## config.mk

```make
export PLATFORM = sky130hd
export DESIGN_NAME = pipe_hazard_ctrl
export DESIGN_NICKNAME = d
export VERILOG_FILES = /design/src/rtl/pipe_hazard_ctrl.sv
export SDC_FILE = /design/constraint.sdc
export NUM_CORES = 1
export LEC_CHECK = 0
export CAP_MARGIN = 20
export CORE_MARGIN = 2
export CORE_UTILIZATION = 45
export DETAILED_ROUTE_END_ITERATION = 7
export PLACE_DENSITY = 0.76
export REMOVE_ABC_BUFFERS = 1
export SYNTH_ARGS = -nofsm -noshare
export SYNTH_HDL_FRONTEND = slang
export SYNTH_SLANG_ARGS = --single-unit
```

## constraint.sdc

```tcl
create_clock -name clk -period 2.5 [get_ports clk]
set_input_delay 0.25 -clock clk [delete_from_list [all_inputs] [get_ports clk]]
set_output_delay 0.25 -clock clk [all_outputs]
set_load 0.01 [all_outputs]
```

## src/rtl/pipe_hazard_ctrl.sv

```systemverilog
// ---------------------------------------------------------------------------
// pipe_hazard_ctrl
//
// Hazard and stall controller for a five-stage in-order pipeline.
// It produces the pipeline register load enables, the bubble (flush)
// controls, the EX-stage operand forwarding selects, two saturating
// performance counters and a sticky data-memory timeout flag.
//
// Ports
//   clk             in   clock, all state updates on the rising edge
//   reset           in   asynchronous active-low reset
//   id_Rn, id_Rm    in   ID-stage source registers
//   id_uses_*       in   ID instruction reads Rn / Rm / flags
//   ex_Rn, ex_Rm    in   EX-stage source registers (forwarding compare)
//   ex_Rd           in   EX-stage destination
//   ex_MemRead      in   EX instruction is a load
//   ex_RegWrite     in   EX instruction writes a register (not needed here)
//   ex_FlagWrite    in   EX instruction writes the flags
//   ex_branch_taken in   taken branch resolved in EX
//   mem_Rd/RegWrite in   MEM-stage destination and write enable
//   wb_Rd/RegWrite  in   WB-stage destination and write enable
//   mem_req/mem_ack in   data-memory request (held until ack) / acknowledge
//   cnt_clr         in   synchronous clear of counters and mem_timeout
//   *_en            out  pipeline register load enables
//   ifid/idex_flush out  load a bubble into the register
//   fwdA, fwdB      out  operand select: 00 regfile, 10 MEM, 01 WB
//   stall_cnt       out  cycles with pc_en low (saturating)
//   flush_cnt       out  cycles of taken-branch flush (saturating)
//   mem_timeout     out  sticky: memory wait reached TIMEOUT cycles
// ---------------------------------------------------------------------------
module pipe_hazard_ctrl #(
    parameter int unsigned TIMEOUT = 255
) (
    input  logic        clk,
    input  logic        reset,
    input  logic [4:0]  id_Rn,
    input  logic [4:0]  id_Rm,
    input  logic        id_uses_Rn,
    input  logic        id_uses_Rm,
    input  logic        id_uses_flags,
    input  logic [4:0]  ex_Rn,
    input  logic [4:0]  ex_Rm,
    input  logic [4:0]  ex_Rd,
    input  logic        ex_MemRead,
    input  logic        ex_RegWrite,
    input  logic        ex_FlagWrite,
    input  logic        ex_branch_taken,
    input  logic [4:0]  mem_Rd,
    input  logic        mem_RegWrite,
    input  logic [4:0]  wb_Rd,
    input  logic        wb_RegWrite,
    input  logic        mem_req,
    input  logic        mem_ack,
    input  logic        cnt_clr,
    output logic        pc_en,
    output logic        ifid_en,
    output logic        idex_en,
    output logic        exmem_en,
    output logic        memwb_en,
    output logic        ifid_flush,
    output logic        idex_flush,
    output logic [1:0]  fwdA,
    output logic [1:0]  fwdB,
    output logic [15:0] stall_cnt,
    output logic [15:0] flush_cnt,
    output logic        mem_timeout
);

    localparam logic [4:0]  XZR         = 5'd31;
    localparam logic [15:0] TIMEOUT_VAL = 16'(TIMEOUT);

    typedef enum logic {
        RUN      = 1'b0,
        MEM_WAIT = 1'b1
    } state_t;

    state_t      state;
    state_t      state_next;
    logic        freeze;
    logic        load_use;
    logic        flag_haz;
    logic        hazard;
    logic [15:0] wait_cnt;
    logic [15:0] wait_inc;

    // Results of EX instructions that only write registers reach their
    // consumers through forwarding, so the EX write enable is not needed.
    logic unused_inputs;
    assign unused_inputs = ex_RegWrite;

    function automatic logic [15:0] sat_inc(input logic [15:0] v);
        return (v == 16'hFFFF) ? v : v + 16'd1;
    endfunction

    // MEM has the younger result, so it wins over WB.
    function automatic logic [1:0] fwd_sel(input logic [4:0] src,
                                           input logic       m_we,
                                           input logic [4:0] m_rd,
                                           input logic       w_we,
                                           input logic [4:0] w_rd);
        if (m_we && (m_rd != XZR) && (m_rd == src))
            return 2'b10;
        else if (w_we && (w_rd != XZR) && (w_rd == src))
            return 2'b01;
        else
            return 2'b00;
    endfunction

    // Freeze is independent of the FSM state: an outstanding request that
    // is not yet acknowledged holds the whole pipe.
    assign freeze   = mem_req & ~mem_ack;
    assign load_use = ex_MemRead && (ex_Rd != XZR) &&
                      ((id_uses_Rn && (id_Rn == ex_Rd)) ||
                       (id_uses_Rm && (id_Rm == ex_Rd)));
    assign flag_haz = ex_FlagWrite & id_uses_flags;
    assign hazard   = load_use | flag_haz;
    assign wait_inc = sat_inc(wait_cnt);

    // State register
    always_ff @(posedge clk or negedge reset) begin
        if (!reset)
            state <= RUN;
        else
            state <= state_next;
    end

    // Next-state logic
    always_comb begin
        state_next = state;
        case (state)
            RUN:      if (freeze)  state_next = MEM_WAIT;
            MEM_WAIT: if (mem_ack) state_next = RUN;
            default:  state_next = RUN;
        endcase
    end

    // Output logic: priority freeze > branch > hazard > normal flow
    always_comb begin
        pc_en      = 1'b0;
        ifid_en    = 1'b0;
        idex_en    = 1'b0;
        exmem_en   = 1'b0;
        memwb_en   = 1'b0;
        ifid_flush = 1'b0;
        idex_flush = 1'b0;
        fwdA       = 2'b00;
        fwdB       = 2'b00;
        if (reset) begin
            fwdA = fwd_sel(ex_Rn, mem_RegWrite, mem_Rd, wb_RegWrite, wb_Rd);
            fwdB = fwd_sel(ex_Rm, mem_RegWrite, mem_Rd, wb_RegWrite, wb_Rd);
            if (!freeze) begin
                idex_en  = 1'b1;
                exmem_en = 1'b1;
                memwb_en = 1'b1;
                if (ex_branch_taken) begin
                    // Wrong-path instructions in IF/ID and ID/EX are squashed.
                    pc_en      = 1'b1;
                    ifid_en    = 1'b1;
                    ifid_flush = 1'b1;
                    idex_flush = 1'b1;
                end else if (hazard) begin
                    // Hold PC and IF/ID, send a bubble down into EX.
                    idex_flush = 1'b1;
                end else begin
                    pc_en   = 1'b1;
                    ifid_en = 1'b1;
                end
            end
        end
    end

    // Performance counters; clear has priority over increment.
    always_ff @(posedge clk or negedge reset) begin
        if (!reset) begin
            stall_cnt <= 16'd0;
            flush_cnt <= 16'd0;
        end else if (cnt_clr) begin
            stall_cnt <= 16'd0;
            flush_cnt <= 16'd0;
        end else begin
            if (!pc_en)
                stall_cnt <= sat_inc(stall_cnt);
            if (ifid_flush)
                flush_cnt <= sat_inc(flush_cnt);
        end
    end

    // Memory wait watchdog. The count restarts on every entry to MEM_WAIT
    // and the flag sets on the cycle the count lands on TIMEOUT.
    always_ff @(posedge clk or negedge reset) begin
        if (!reset) begin
            wait_cnt    <= 16'd0;
            mem_timeout <= 1'b0;
        end else begin
            if (state == RUN) begin
                if (freeze)
                    wait_cnt <= 16'd0;
            end else begin
                wait_cnt <= wait_inc;
            end

            if (cnt_clr)
                mem_timeout <= 1'b0;
            else if ((state == MEM_WAIT) && (wait_inc == TIMEOUT_VAL))
                mem_timeout <= 1'b1;
        end
    end

endmodule

```

# Word-level counts from Yosys, hierarchy flattened
# Index checks and enable logic that the tools add are counted.
# totals
input_bits,49
output_inout_bits,44
ff_bits,50
# op_classes
bitwise,5
add_sub_neg,3
n_eq_ne,16
reduce_logical,17
n_mux,33
# op_table
operator,count
2-to-1 mux 16 bit,9
adder 16 x 1 -> 16 bit (second input constant),3
== test 16 bit (second input constant),3
== test 5 bit,6
2-to-1 mux 1 bit,19
== test 16 x 8 -> 1 bit (second input constant),1
inequality test 5 bit (second input constant),3
logical AND 1 bit,11
2-to-1 mux 2 bit,4
inequality test 2 bit (second input constant),3
nonzero test 2 bit,3
AND reduction 2 bit,2
AND 1 bit,2
inverter 1 bit,2
one-hot mux 1 bit (2 select lines),1
logical OR 1 bit,1
bitwise OR 1 bit,1

# Logic depth before layout (Yosys ltp)
# Gate-level depths: netlist of run 1.
# depth
ltp_word,11
depth_mapped,9
mapped_depth_nobuf,8

# Worst setup path after synthesis of run 1
# OpenSTA, ideal clock, no wires.
# synth_timing
path_kind,reg-to-reg
startpoint,reg stall_cnt[5]
endpoint,reg stall_cnt[1]
required_ps,2368
setup_ps,132
path_slack_ps,323
path_buffers,2
synth_period_minus_slack_ps,2177
arrival_time_ps,2045
path_stages_with_launch,10
cell_sequence,dfrtp_1 -> and4_4 -> nand4_2 -> or4_4 -> nand2_2 -> a2bb2oi_2 -> buf_6 -> buf_8 -> mux2i_1 -> nor2_1
# synth_via
elab_chain_len,3
# synth_lines
item,line,rtl
start: declaration,64,"output logic [15:0] stall_cnt,"
start signal: assignment,182,stall_cnt <= sat_inc(stall_cnt);
== test 16 bit,92,return (v == 16'hFFFF) ? v : v + 16'd1;
inequality test 2 bit (no line),--,
AND reduction 2 bit (no line),--,
# No other way between the ends.
# A chain may end at the register's enable or synchronous reset.

# Worst setup path after layout of run 1
# layout_timing
startpoint,in ex_Rd[1]
endpoint,out ifid_en
# layout_via
elab_chain_len,9
word_cells_on_any_way,13
cone_classes,eq/ne (3); mux (4); bitwise (1); reduce/logical (5)
# layout_lines
item,line,rtl
start: declaration,43,"input logic [4:0] ex_Rd,"
"== test 5 bit, on equally long branches","113, 114",
"logical AND 1 bit, on equally long branches","113, 114",
logical OR 1 bit,113,((id_uses_Rn && (id_Rn == ex_Rd)) ||
logical AND 1 bit *,112,assign load_use = ex_MemRead && (ex_Rd != XZR) &&
bitwise OR 1 bit *,116,assign hazard = load_use | flag_haz;
2-to-1 mux 1 bit *,161,end else if (hazard) begin
2-to-1 mux 1 bit *,155,if (ex_branch_taken) begin
2-to-1 mux 1 bit *,151,if (!freeze) begin
2-to-1 mux 1 bit *,148,if (reset) begin
end: declaration,56,"output logic ifid_en,"
# Every way passes the cells marked *; elsewhere a longest branch is shown, timed or not.

==> flow_summary_export.csv, run 1 <==
group,metric,value,unit
cells_and_area,fin_util,0.646,
drt,wirelength,8540,microns
synthesis,synth_area_per_cell,8.67,sq um
synthesis,syn-cell-area,3230,sq um
cells_and_area,syn_to_final_growth,37.2,%
setup_path,cp.required,2.25,ns
outcome,status,"finished, final reports clean",
global_routing,grt_overflow,0,
sta,final-hold-violation-count,0,
global_routing,grt_max_degree,31,
synthesis,synth_edf_count,0,
cells_and_area,multi_input_area,1850,sq um
synthesis,synthCells,373,
synthesis,synth.top_cell.area_share,0.387,
synthesis,synthDistinctLibCells,49,
job,cap_violations,0,
sta,setup_viol,0,
setup_path,reg2reg_depth,8,
global_routing,grt_pass1_vias,3058,
global_routing,antenna_found_initial,0,
floorplan,ios,93,
pwr,leakage,1.77,nW
synthesis,ys_warn_count,0,
floorplan,die_h,88.8,microns
setup_path,arrival,2.16,ns
setup_path,cp-start-kind,"primary input",
clock_network,clk_path_buf_depth,2,
setup_path,cp-end-kind,"output port",
sta,fin_worst_skew,0.0161,ns
sta,slew_viol_final,0,
cells_and_area,regArea,1250,sq um
clock_network,clk_pin_slew,0.11,ns
placed_design,gp_congestion,0.869,
cells_and_area,drive_above_1_share,0.0766,
placed_design,place_area,4290,sq um
synthesis,ys_seq_area_frac,0.387,
cells_and_area,design_area,4440,sq um
floorplan,fp.dieW,88.8,microns
cells_and_area,final_cell_count_no_fill,566,
floorplan,rows,30,
clock_network,cts_tree,"built",
setup_path,slowest_delay,0.56,ns
placed_design,dp_hpwl,6370,microns
sta,tns,0,ns
setup_path,cp.depth,7,
pwr,power_density,411,nW/um^2
setup_path,critPathMaxFanout,3,
setup_path,crit_chain,"clkdlybuf4s50_1 -> and3_1 -> nand3_1 -> a32oi_2 -> nor2_1 -> nor2_1 -> clkdlybuf4s50_1",
sta,finalCriticalPeriod,2.41,ns
clock_network,cts.sinks,50,
floorplan,core-area,6870,sq um
clock_network,clock_latency,0.31,ns
drt,wl_per_cell,15.1,microns
drt,via_per_inst,5.57,
synthesis,ys_seq_elements,50,
floorplan,die_area,7880,sq um
setup_path,crit_buf_inv,2,
cells_and_area,diodes,0,
sta,maxClockFrequency,415,MHz
synthesis,ys.flop_type,"dfrtp_1",
cells_and_area,nFillCells,579,
drt,vias,3151,
drt,final_antenna_net_count,0,
worst_hold_path,hp-class,"in -> async",
synthesis,synth_area_leader_cell,"dfrtp_1",
sta,tightest_slew,0.632,ns
pwr,ir_worst_vdd,384,uV
global_routing,grt_first_pass_wirelength,13700,microns
floorplan,start_util,0.471,
placed_design,port_buffers,91,
synthesis,synthTopCellsByArea,"dfrtp_1, xor2_1, xnor2_1",
sta,slew_headroom,0.578,
drt,drt_pre_antenna_iters,4,
cells_and_area,nets,521,
setup_path,slowest_stage,"clkdlybuf4s50_1",
setup_path,critPathTopFamily,"buffers and inverters",
drt,dr.first_iter.drc_count,144,
drt,drcViolationCount,0,
clock_network,cts_root_buffer,"clkbuf_8",
clock_network,h-tree-depth,2,
placed_design,placed_cells,557,
clock_network,cts_made_buffers,5,
setup_path,crit_type,"in -> out",
synthesis,postSynth.asyncResetShare,1.00,
sta,post-route-period-util,0.964,
global_routing,grt_usage,0.217,
[repair_timing]
action	CTS	global route
gates resized for setup	1	5
setup endpoints to repair	2	5
buffers inserted	0	1
pin swaps	0	1
hold buffers	0	0
[path summary, 6_finish.rpt]
kind,start,to,slack (ns)
max,ex_Rd[1],ifid_en,0.09
min,reset,wait_cnt[13],0.009
max reg2reg,wait_cnt[0],mem_timeout,0.31
min reg2reg,mem_timeout,mem_timeout,0.53
max in group asynchronous,reset,wait_cnt[0],1.82
min in group clk,mem_ack,state,0.50
[layout make-up]
class                           count  share of cell area
Clock buffer                        5              0.0155
Clock inverter                      3              0.0102
Timing Repair Buffer              107               0.236
Sequential cell                    50               0.282
Tap cell                           96              0.0271
Multi-Input combinational cell    291               0.418
Inverter                           14              0.0118
[power breakdown]
part           switching [mW]  internal (mW)
combinational           0.175          0.190
clock                   0.285          0.298
sequential             0.0414          0.834
[flip-flops by register name (all words and copies together), names as in the netlist]
register	flops
stall_cnt	16
mem_timeout	1
wait_cnt	16
flush_cnt	16
state	1
[stage by stage]
stage / power [mW] / hold slack, ns / setup slack, ns
after floorplan: 1.04 / -0.0456 / 0.0254
after global placement: 1.24 / 0.355 / 0.0162
after detailed placement: 1.25 / 0.356 / -0.0295
after CTS: 1.84 / 0.0158 / 0.0152
after global routing: 1.91 / 0.0282 / -0.0113
final: 1.82 / 0.00873 / 0.0890
[layer usage]
metal / up-vias / track usage / share of wire
li1: 1540 / - / -
met3: 12 / 0.0401 / 0.065
met5: - / 0 / 0
met4: 0 / 0.0702 / 0.018
met1: 1497 / 0.271 / 0.43
met2: 102 / 0.379 / 0.48
[cells by family (layout without fill, tap and decap cells)]
family,after synthesis,after routing,synth area share
XOR/XNOR,50,50,0.135
buffers and inverters,32,129,0.0464
adder cells (fa/ha/maj),3,3,0.0116
AND/OR/NAND/NOR,156,156,0.261
multiplexers,3,3,0.00928
AO/OA/AOI/OAI,79,79,0.149
flip-flops,50,50,0.387
[Yosys cell counts (2+ instances only)]
| cell type | n |
|---|---|
| inv_1 | 14 |
| clkbuf_1 | 12 |
| o21a_1 | 2 |
| o21ai_0 | 11 |
| or3_1 | 11 |
| nand3_1 | 19 |
| nand2b_1 | 2 |
| and2_1 | 3 |
| nor4_1 | 5 |
| dfrtp_1 | 50 |
| mux2i_1 | 3 |
| o31ai_1 | 8 |
| xor2_1 | 27 |
| xnor2_1 | 23 |
| nor2_1 | 31 |
| and3_1 | 6 |
| a31oi_1 | 2 |
| nand2_1 | 30 |
| nor2b_1 | 2 |
| o21ai_1 | 8 |
| o22ai_1 | 2 |
| and4_1 | 4 |
| nor3_1 | 9 |
| a22o_1 | 3 |
| a21oi_1 | 32 |
| or4_1 | 8 |
| a41oi_1 | 2 |
| nor4b_1 | 2 |
| buf_4 | 3 |
| ha_1 | 3 |
| nand4_1 | 18 |
[placed cells by master, fill, tap and decap left out, types with 6 or more instances in the layout]
cell,netlist,layout
a21oi_1,32,32
and3_1,6,6
buf_4,3,15
clkdlybuf4s50_1,0,87
dfrtp_1,50,50
inv_1,14,14
nand2_1,30,30
nand3_1,19,19
nand4_1,18,18
nor2_1,31,31
nor3_1,9,9
o21ai_0,11,11
o21ai_1,8,8
o31ai_1,8,8
or3_1,11,11
or4_1,8,8
xnor2_1,23,23
xor2_1,27,27
No activity file was read; power rests on OpenSTA's default activity.
==> run 2, diff against run 1 <==
- MAX_ROUTING_LAYER: default -> met4
==> run 2 against run 1 <==
Effect of this change: hold slack unchanged; sequential power about the same; setup slack unchanged; total power about the same; register-to-register slack about the same; routed wire length unchanged; critical path type unchanged; flip-flop and latch count unchanged; final cell count unchanged; non-clock buffer count unchanged; global-route usage up 0.73 points; clock power about the same; fmax unchanged.
==> flow_summary_export.csv, run 2 (same netlist as run 1, synthesis figures left out) <==
group,metric,value,unit
drt,vias,3151,
clock_network,clk_pin_slew,0.11,ns
global_routing,grt_max_degree,31,
floorplan,fp.dieW,88.8,microns
job,cap_violations,0,
drt,drt_pre_antenna_iters,4,
floorplan,die_area,7880,sq um
cells_and_area,nets,521,
drt,wirelength,8540,microns
sta,maxClockFrequency,415,MHz
sta,finalCriticalPeriod,2.41,ns
pwr,p_switching,0.501,mW
global_routing,grt_first_pass_wirelength,13700,microns
clock_network,cts.sinks,50,
setup_path,cp-start-kind,"primary input",
sta,tns,0,ns
cells_and_area,diodes,0,
clock_network,cts_tree,"built",
setup_path,cp-end-kind,"output port",
pwr,finalPower,1.82,mW
pwr,swShare,0.275,
setup_path,slowest_delay,0.56,ns
sta,fin_worst_skew,0.0161,ns
setup_path,arrival,2.16,ns
cells_and_area,nFillCells,579,
clock_network,h-tree-depth,2,
cells_and_area,drive_above_1_share,0.0766,
sta,post-route-period-util,0.964,
floorplan,core-area,6870,sq um
placed_design,dp_hpwl,6370,microns
setup_path,slowest_stage,"clkdlybuf4s50_1",
drt,drcViolationCount,0,
pwr,leakage,1.77,nW
global_routing,antenna_found_initial,0,
pwr,clkPwrFrac,0.320,
global_routing,grt_pass1_vias,3059,
setup_path,cp.required,2.25,ns
clock_network,clock_latency,0.31,ns
sta,setup_viol,0,
clock_network,cts_made_buffers,5,
outcome,status,"finished, final reports clean",
cells_and_area,reg.largest.list,"flush_cnt (16), stall_cnt (16), wait_cnt (16)",
setup_path,crit_type,"in -> out",
drt,final_antenna_net_count,0,
drt,wl_per_cell,15.1,microns
floorplan,ios,93,
cells_and_area,final_common_cell,"clkdlybuf4s50_1",
clock_network,clk_path_buf_depth,2,
pwr,seq_power_share,0.480,
pwr,power_density,411,nW/um^2
global_routing,grt_usage,0.225,
cells_and_area,syn_to_final_growth,37.2,%
cells_and_area,multi_input_area,1850,sq um
sta,tightest_slew,0.632,ns
drt,dr.first_iter.drc_count,155,
floorplan,die_h,88.8,microns
placed_design,port_buffers,91,
pwr,ir_worst_vdd,384,uV
sta,slew_headroom,0.578,
worst_hold_path,hp-class,"in -> async",
floorplan,rows,30,
drt,via_per_inst,5.57,
cells_and_area,regArea,1250,sq um
placed_design,gp_congestion,0.883,
clock_network,postCtsHoldBufs,0,
global_routing,grt_overflow,0,
sta,final-hold-violation-count,0,
setup_path,critPathMaxFanout,3,
clock_network,cts_root_buffer,"clkbuf_8",
setup_path,crit_chain,"clkdlybuf4s50_1 -> and3_1 -> nand3_1 -> a32oi_2 -> nor2_1 -> nor2_1 -> clkdlybuf4s50_1",
pwr,combinationalPowerShare,0.200,
pwr,intPower,1.32,mW
sta,slew_viol_final,0,
cells_and_area,layout_common_cells,"clkdlybuf4s50_1, dfrtp_1, a21oi_1",
floorplan,start_util,0.471,
==> run 2: cell counts in the layout (fill, tap and decap cells not counted) <==
Identical to the previous run, type by type.
==> run 2: worst max-delay path, delay by kind of cell <==
family | cells | cell delay (ns)
AOI/OAI and AO/OA | 1 | 0.30
buffers and inverters | 2 | 1.10
and+or+nand+nor | 4 | 0.51
==> run 2: worst paths after layout <==
kind | startpoint | endpoint | slack (ns) | cells after the start
setup / recovery | ex_Rd[1] | ifid_en | 0.09 | 7
hold / removal | reset | wait_cnt[13] | 0.009 | 2
setup reg to reg | wait_cnt[0] | mem_timeout | 0.31 | 8
hold reg to reg | mem_timeout | mem_timeout | 0.53 | 1
max in group asynchronous | reset | wait_cnt[0] | 1.82 | 3
min in group clk | mem_ack | state | 0.50 | 2
==> run 2: power groups by stage <==
stage	sequential, mW	clock [mW]	combinational (mW)
final	0.875	0.583	0.364
after global routing	0.880	0.628	0.404
after CTS	0.874	0.598	0.363
after detailed placement	0.889	0	0.362
after global placement	0.888	0	0.352
after floorplan	0.892	0	0.147
==> run 2: layout make-up <==
cell class                      instances  area share
Tap cell                               96      0.0271
Multi-Input combinational cell        291       0.418
Sequential cell                        50       0.282
Timing Repair Buffer                  107       0.236
Clock inverter                          3      0.0102
Clock buffer                            5      0.0155
Inverter                               14      0.0118
==> run 2: metrics by stage <==
step | utilization | hold slack, ns | cells | worst slack, ns | instance area (sq um)
2_1_floorplan | - | -0.0456 | 355 | 0.0254 | 3140
3_3_place_gp | 0.624 | 0.355 | 557 | 0.0162 | 4290
3_5_place_dp | 0.624 | 0.356 | 557 | -0.0295 | 4290
4_1_cts | 0.642 | 0.0158 | 565 | 0.0152 | 4410
5_1_grt | 0.646 | 0.0246 | 566 | -0.0113 | 4440
6_report | 0.646 | 0.00873 | 566 | 0.0890 | 4440
==> run 2: timing repair <==
item                                   in CTS  in global routing
resized for setup                           1                  5
endpoints found under the hold margin       0                  0
buffers inserted                            0                  1
pin swaps                                   0                  1
setup endpoints to repair                   2                  5
==> run 2: metal layers <==
| metal | vias to the layer above | global-route usage | wire length [microns] |
|---|---|---|---|
| met1 | 1497 | 0.271 | 3720 |
| met5 | - | - | 0 |
| met4 | 0 | 0.0661 | 158 |
| met3 | 12 | 0.0457 | 555 |
| li1 | 1540 | - | - |
| met2 | 102 | 0.379 | 4110 |
==> run 3, diff against run 2 <==
--- a/config.mk
+++ b/config.mk
@@ -9,6 +9,6 @@
 export CORE_MARGIN = 2
-export CORE_UTILIZATION = 45
+export CORE_UTILIZATION = 44
 export DETAILED_ROUTE_END_ITERATION = 7
 export MAX_ROUTING_LAYER = met4
-export PLACE_DENSITY = 0.76
+export PLACE_DENSITY = 0.78
 export REMOVE_ABC_BUFFERS = 1
==> constraint.sdc (replaced) <==
create_clock -name clk -period 2 [get_ports clk]
set_input_delay 0.2 -clock clk [delete_from_list [all_inputs] [get_ports clk]]
set_output_delay 0.2 -clock clk [all_outputs]
set_load 0.02 [all_outputs]
==> run 3 against run 2 <==
Effect of this change: the run now ends with setup timing left; clock skew is 0.0020 ns higher; sequential share of layout area is 3.8 points lower; flip-flop and latch count stayed put; total power is 28% higher; first-iteration DRC count is 7.7% higher; setup slack worse by 0.20 ns; combinational power is 75% higher; hold slack better by 0.44 ns; critical path type is now reg -> reg; largest power group unchanged.
==> flow_summary_export.csv, run 3 (same netlist as run 1, synthesis figures left out) <==
group,metric,value,unit
placed_design,gp_congestion,0.998,
pwr,finalPower,2.33,mW
setup_path,r2r_start,"stall_cnt[12]",
cells_and_area,final_common_cell,"buf_4",
clock_network,cts.sinks,50,
sta,fin_worst_skew,0.0181,ns
pwr,seq_power_share,0.458,
cells_and_area,diodes,0,
setup_path,critPathMaxFanout,6,
global_routing,grt_pass1_vias,3512,
floorplan,rows,31,
drt,wirelength,10300,microns
global_routing,grt_first_pass_wirelength,16500,microns
sta,setup_slack,-0.115,ns
floorplan,die_area,8050,sq um
clock_network,cts_tree,"built",
setup_path,reg2reg_depth,9,
setup_path,crit_type,"reg -> reg",
drt,drcViolationCount,0,
drt,via_per_inst,5.59,
floorplan,fp.dieW,89.7,microns
global_routing,antenna_found_initial,0,
floorplan,core-area,7180,sq um
pwr,clkPwrFrac,0.269,
worst_hold_path,min_from,"mem_ack",
sta,rsz0062_at_grt,"yes",
sta,post-route-period-util,1.06,
worst_hold_path,hold_depth,2,
sta,slew_viol_final,0,
setup_path,cp-end-kind,"flop",
clock_network,h-tree-depth,2,
clock_network,clk_path_buf_depth,2,
pwr,ir_worst_vdd,285,uV
outcome,violations,"setup timing",
drt,wl_per_cell,16.3,microns
pwr,swShare,0.304,
clock_network,cts_root_buffer,"clkbuf_8",
cells_and_area,layout_common_cells,"buf_4, clkdlybuf4s50_1, dfrtp_1",
sta,tightest_slew,0.355,ns
global_routing,grt_overflow,0,
clock_network,clock_latency,0.31,ns
sta,setup_viol,18,
clock_network,cts_made_buffers,5,
sta,final-hold-violation-count,0,
pwr,power_density,455,nW/um^2
sta,slew_headroom,0.763,
sta,tns,-1.51,ns
floorplan,ios,93,
global_routing,grt_max_degree,28,
setup_path,cp-start-kind,"flop",
drt,vias,3538,
cells_and_area,drive_above_1_share,0.238,
cells_and_area,final_cell_count_no_fill,633,
setup_path,reg2reg_slack,-0.12,ns
setup_path,cp.required,2.19,ns
pwr,combinationalPowerShare,0.273,
cells_and_area,reg.largest.list,"flush_cnt (16), stall_cnt (16), wait_cnt (16)",
job,cap_violations,0,
worst_hold_path,hp-class,"in -> reg",
drt,drt_pre_antenna_iters,4,
drt,final_antenna_net_count,0,
outcome,status,"finished, violations left",
sta,finalCriticalPeriod,2.12,ns
placed_design,dp_hpwl,7170,microns
cells_and_area,fin_util,0.714,
placed_design,placed_cells,609,
placed_design,pre_cts_ws,-0.506,ns
pwr,intPower,1.62,mW
sta,maxClockFrequency,473,MHz
placed_design,port_buffers,91,
floorplan,die_h,89.7,microns
floorplan,start_util,0.451,
setup_path,worst_r2r_endpoint,"stall_cnt[12]",
drt,dr.first_iter.drc_count,167,
cells_and_area,syn_to_final_growth,58.4,%
cells_and_area,nets,585,
clock_network,clk_pin_slew,0.10,ns
pwr,p_switching,0.708,mW
global_routing,grt_usage,0.252,
pwr,leakage,2.33,nW
setup_path,arrival,2.31,ns
worst_hold_path,holdPathEnd,"state",
## run 3: worst max-delay path: stages, from the launching register on
cell and delay, ns:
dfrtp_1 0.39, and3_4 0.22, nand4_4 0.11, or4_4 0.54, nand2_4 0.09, a2bb2oi_4 0.18, buf_12 0.14, buf_2 0.15
or4_1 0.13, a21oi_2 0.06
## run 3: per-layer routing
| metal | wire length (microns) | share of wire | global-route usage | vias to the layer above |
|---|---|---|---|---|
| met5 | 0 | 0 | - | - |
| met4 | 367 | 0.036 | 0.0885 | 0 |
| met3 | 705 | 0.068 | 0.0503 | 35 |
| met2 | 5200 | 0.50 | 0.430 | 121 |
| met1 | 4030 | 0.39 | 0.299 | 1711 |
| li1 | - | - | - | 1671 |
## run 3: power by group through the flow
| stage | Sequential (mW) | Combinational (mW) | Clock [mW] |
|---|---|---|---|
| 2_1_floorplan | 1.12 | 0.191 | 0 |
| 3_3_place_gp | 1.09 | 0.549 | 0 |
| 3_5_place_dp | 1.09 | 0.567 | 0 |
| 4_1_cts | 1.07 | 0.609 | 0.642 |
| 5_1_grt | 1.07 | 0.686 | 0.674 |
| 6_report | 1.07 | 0.637 | 0.627 |
## run 3: stage by stage
step | instance area (sq um) | hold slack (ns)
CTS | 4950 | 0.442
floorplan | 3140 | -0.0956
global route | 5120 | 0.452
global placement | 4670 | 0.212
detailed placement | 4670 | 0.219
finish | 5120 | 0.445
## run 3: cell type report
type | instances | area [sq um]
repair buffers | 171 | 1600
multi-input cells | 291 | 2000
fillers | 500 | 2050
inverters | 14 | 52.6
clock buffers | 5 | 68.8
flip-flops and latches | 50 | 1250
clock inverters | 3 | 28.8
well taps | 99 | 124
## run 3: worst max-delay path by stage
stage	end	start	slack, ns
4_1_cts	stall_cnt[1]	stall_cnt[8]	-0.13
5_1_grt	stall_cnt[1]	stall_cnt[12]	-0.25
6_report	stall_cnt[12]	stall_cnt[12]	-0.12
3_5_place_dp	fwdA[0]	wb_Rd[1]	-0.51
3_3_place_gp	fwdA[0]	wb_Rd[4]	-0.39
2_1_floorplan	stall_cnt[1]	stall_cnt[0]	-0.56
## run 3: what timing repair did
item                                    4_1_cts  5_1_grt
cloned                                        1        1
setup buffers                                 7        5
endpoints found under the hold margin        26        0
endpoints found under the setup margin       23       30
hold buffers                                  3        0
pin swaps                                    11       23
gates resized for setup                      45       57
